### config.mk
export PLATFORM = sky130hd
export DESIGN_NAME = regfile_dump
export DESIGN_NICKNAME = d
export VERILOG_FILES = /design/src/rtl/regfile_dump.sv
export SDC_FILE = /design/constraint.sdc
export NUM_CORES = 1
export LEC_CHECK = 0
export CAP_MARGIN = 20
export CORE_UTILIZATION = 40
export DETAILED_ROUTE_END_ITERATION = 8
export GPL_TIMING_DRIVEN = 0
export HOLD_SLACK_MARGIN = 0.12
export PLACE_DENSITY = 0.67
export SLEW_MARGIN = 40
export SYNTH_ARGS = -nofsm -noshare
export SYNTH_HDL_FRONTEND = slang
export SYNTH_SLANG_ARGS = --single-unit
### constraint.sdc
create_clock -name clk -period 5.3 [get_ports clk]
set_input_delay 1.06 -clock clk [delete_from_list [all_inputs] [get_ports clk]]
set_output_delay 1.06 -clock clk [all_outputs]
set_load 0.005 [all_outputs]
### src/rtl/regfile_dump.sv
// Register-file dump engine: walks an address range (wrapping modulo 2^REGBITS) through a
// combinational read port and presents each register as a valid/ready beat.
module regfile_dump #(
  parameter int unsigned WIDTH   = 16,
  parameter int unsigned REGBITS = 4
) (
  input  logic               clk,
  input  logic               reset_n,
  input  logic               start,
  input  logic               abort,
  input  logic [REGBITS-1:0] first_addr,
  input  logic [REGBITS-1:0] last_addr,
  output logic [REGBITS-1:0] ra,
  input  logic [WIDTH-1:0]   rd,
  output logic               out_valid,
  input  logic               out_ready,
  output logic [REGBITS-1:0] out_addr,
  output logic [WIDTH-1:0]   out_data,
  output logic               busy,
  output logic               done
);

  typedef enum logic [1:0] {StIdle, StRead, StSend, StDone} state_e;

  state_e             state;
  logic [REGBITS-1:0] cur;
  logic [REGBITS-1:0] last;
  logic [REGBITS-1:0] cur_inc;

  assign cur_inc = cur + REGBITS'(1);

  always_ff @(posedge clk or negedge reset_n) begin
    if (!reset_n) begin
      state     <= StIdle;
      cur       <= '0;
      last      <= '0;
      ra        <= '0;
      out_valid <= 1'b0;
      out_addr  <= '0;
      out_data  <= '0;
      busy      <= 1'b0;
      done      <= 1'b0;
    end else begin
      done <= 1'b0;
      case (state)
        StIdle: begin
          if (start) begin
            cur   <= first_addr;
            last  <= last_addr;
            ra    <= first_addr;
            busy  <= 1'b1;
            state <= StRead;
          end
        end
        StRead: begin
          if (abort) begin
            out_valid <= 1'b0;
            ra        <= '0;
            busy      <= 1'b0;
            state     <= StIdle;
          end else begin
            out_data  <= rd;
            out_addr  <= ra;
            out_valid <= 1'b1;
            state     <= StSend;
          end
        end
        StSend: begin
          // Abort takes priority over a handshake in the same cycle: no done pulse.
          if (abort) begin
            out_valid <= 1'b0;
            ra        <= '0;
            busy      <= 1'b0;
            state     <= StIdle;
          end else if (out_ready) begin
            out_valid <= 1'b0;
            if (cur == last) begin
              done  <= 1'b1;
              state <= StDone;
            end else begin
              cur   <= cur_inc;
              ra    <= cur_inc;
              state <= StRead;
            end
          end
        end
        StDone: begin
          ra    <= '0;
          busy  <= 1'b0;
          state <= StIdle;
        end
        default: state <= StIdle;
      endcase
    end
  end

endmodule

==> results.sh <==
export IMPL_outcome="complete, no violations"
export IMPL_swShare=0.3223
export IMPL_drive_gt1_frac=0.2180
export IMPL_dp_cells=255
export IMPL_setup_tns_final_ps=0
export IMPL_synth_area_per_cell_um2=12.48
export IMPL_setup_viol=0
export IMPL_synth_nets=181
export IMPL_cts_buffer_depth=2
export IMPL_peakVddDrop_mv=0.2812
export IMPL_cp_top_family="buffers and inverters"
export IMPL_cellInternalPower_mw=0.9768
export IMPL_rows=24
export IMPL_drcViolationCount=0
export IMPL_synth_seq_cells=37
export IMPL_p_leak_nw=1.081
export IMPL_netlist_area_um2=1834
export IMPL_skew_ps=4.725
export IMPL_seqPwrFrac=0.343
export IMPL_min_path_type="register to register"
export IMPL_wirelength_mm=3.689
export IMPL_cts_root_buffer="clkbuf_8"
export IMPL_cts_num_sinks=37
export IMPL_max_stage_delay_ps=540
export IMPL_switchingPower_mw=0.4645
export IMPL_via_count=1344
export IMPL_yosys_area_top_type="dfrtp_1"
export IMPL_cp_data_arrival_time_ps=2850
export IMPL_timing_hold_ws_ps=505.0
export IMPL_viasPerCell=5.110
export IMPL_grt_usage=0.1705
export IMPL_worstPathMaxFanout=10
export IMPL_finalCritPeriodShare=0.5062
export IMPL_ys_seq_area_frac=0.5048
export IMPL_utilization=0.5905
export IMPL_clk_latency_ps=290
export IMPL_grt_pass1_wl_mm=6.492
export IMPL_synthToLayoutAreaGrowth_pct=41.13
export IMPL_hold_buffers=0
export IMPL_initialDrtViolationCount=34
export IMPL_combinationalPowerShare=0.483
export IMPL_cts_setup_buffers=0
export IMPL_coreArea_um2=4384
export IMPL_crit_type="input port to register"
export IMPL_max_slew_margin=0.5009
export IMPL_cp_required_ps=5470
export IMPL_power_density_nw_per_um2=556.8
export IMPL_synth_most_common_cell="dfrtp_1"
export IMPL_max_slew_worst_pin_slew_ps=740.6
export IMPL_yosys_top_cells_count="dfrtp_1, mux2_2, inv_1"
export IMPL_syn_inst=147
export IMPL_grt_ovfl_total=0
export IMPL_antenna_found_initial=0
export IMPL_nets=244
export IMPL_path_buf_inv=2
export IMPL_yosysWarnings=0
export IMPL_max_cap_violations=0
export IMPL_first_pass_iters=4
export IMPL_fp_dieW_um=69.72
export IMPL_crit_chain="clkdlybuf4s50_1, nor2b_1, clkbuf_1, mux2_2"
export IMPL_synth_edff_count=0
export IMPL_setup_worst_path_end_class="register"
export IMPL_report_final_slew_viol_count=0
export IMPL_htreeDepth=2
export IMPL_cts_resized=0
export IMPL_clk_pin_slew_ps=70
export IMPL_place_gp_congestion=0.8658
export IMPL_num_antenna_cells=0
export IMPL_grt_max_degree=24
export IMPL_fp_dieArea_um2=4860
export IMPL_rsz0062_at_grt="false"
export IMPL_die_y_um=69.72
export IMPL_first_global_vias=1389
export IMPL_max_freq_mhz=372.7
export IMPL_wl_per_cell_um=14.03
export IMPL_ant_nets=0
export IMPL_post_synth_num_cell_types=37
export IMPL_cts_buffers_inserted=5
export IMPL_dp_hpwl_mm=2.816
export IMPL_instances_no_fill=263
export IMPL_min_period_ps=2683
export IMPL_synth_top_area_frac=0.5048
export IMPL_pin_count=56
export IMPL_synthArstFlopShare=1.000
export IMPL_start_util=0.4184
export IMPL_placement_io_buffers=55
export IMPL_start_kind="input port"
export IMPL_synth_area_leaders="dfrtp_1, mux2_2, ha_1, mux2_4, xor2_2"
export IMPL_pwr_share_clk=0.173
export IMPL_synth_top_flop_cell="dfrtp_1"
export IMPL_tritoncts="yes"
export IMPL_slowest_stage="clkdlybuf4s50_1"
export IMPL_hold_violations=0
stage by stage:
| step | instance area [µm²] | setup WS (ps) | power [mW] |
|---|---|---|---|
| global placement | 2450 | 2328 | 1.175 |
| CTS | 2589 | 2590 | 1.460 |
| detailed placement | 2472 | 2278 | 1.204 |
| global route | 2589 | 2514 | 1.551 |
| floorplan | 1834 | 3149 | 0.9080 |
| finish | 2589 | 2617 | 1.441 |
layer usage:
layer | wire length (µm) | GRT usage
met2 | 1676 | 0.2794
met1 | 1685 | 0.2106
met5 | 0 | 0
met4 | 60 | 0.06000
met3 | 267 | 0.05669
worst paths after layout:
kind	start	to	slack, ps	cells past startpoint
max	abort	out_data[12]	2620	4
min	out_data[13]	out_data[13]	500	1
max reg2reg	state[1]	ra[1]	3150	6
min reg2reg	out_data[13]	out_data[13]	500	1
max in group asynchronous	reset_n	out_addr[0]	4180	2
min in group asynchronous	reset_n	out_data[8]	680	1
final cells by class:
| class | count | area [µm²] |
|---|---|---|
| clock inverters | 1 | 30.03 |
| multi-input cells | 95 | 843.3 |
| flip-flops and latches | 37 | 925.9 |
| fillers | 336 | 1795 |
| plain buffers | 7 | 35.03 |
| repair buffers | 56 | 573.1 |
| inverters | 8 | 30.03 |
| clock buffers | 7 | 86.33 |
| well taps | 52 | 65.06 |
placed cells by master (no fill, tap or decap), types with 2 or more instances in the layout:
master / synthesis / routed
dfrtp_1: 37 / 37
nor4_1: 2 / 2
ha_1: 5 / 5
o31ai_1: 2 / 2
o211ai_1: 3 / 3
nor2b_1: 5 / 5
a21oi_1: 4 / 4
clkbuf_8: 0 / 6
xor2_2: 3 / 3
nand2_1: 4 / 4
clkbuf_1: 4 / 5
buf_2: 1 / 2
a22o_1: 2 / 2
o21ai_0: 3 / 3
clkdlybuf4s50_1: 0 / 54
inv_1: 8 / 8
nor2_1: 5 / 5
xor2_1: 2 / 2
o41ai_2: 2 / 2
mux2_2: 24 / 24
nand3_1: 6 / 6
mux2_4: 4 / 4
o22ai_1: 3 / 3
nand2b_1: 3 / 3
sequential cells by signal (all words and copies together), names as in the netlist:
register,cells
ra,4
out_addr,4
cur,4
state,2
out_valid,1
last,4
done,1
busy,1
out_data,16
logic make-up after synthesis:
| group | after synthesis | share of synthesized area |
|---|---|---|
| DFF | 37 | 0.5048 |
| buffers and inverters | 15 | 0.03546 |
| and+or+nand+nor | 29 | 0.08459 |
| AOI/OAI and AO/OA | 26 | 0.1146 |
| adders and majority gates | 5 | 0.03411 |
| xor gates and xnor gates | 6 | 0.04093 |
| muxes | 29 | 0.1855 |
power groups by stage:
stage / clock, mW / combinational (mW) / sequential [mW]
after detailed placement: 0 / 0.701 / 0.503
final: 0.250 / 0.697 / 0.495
after global routing: 0.271 / 0.766 / 0.514
after floorplan: 0 / 0.408 / 0.500
after global placement: 0 / 0.681 / 0.494
after CTS: 0.258 / 0.705 / 0.497
Note: power is estimated with default switching activity, not from simulation.
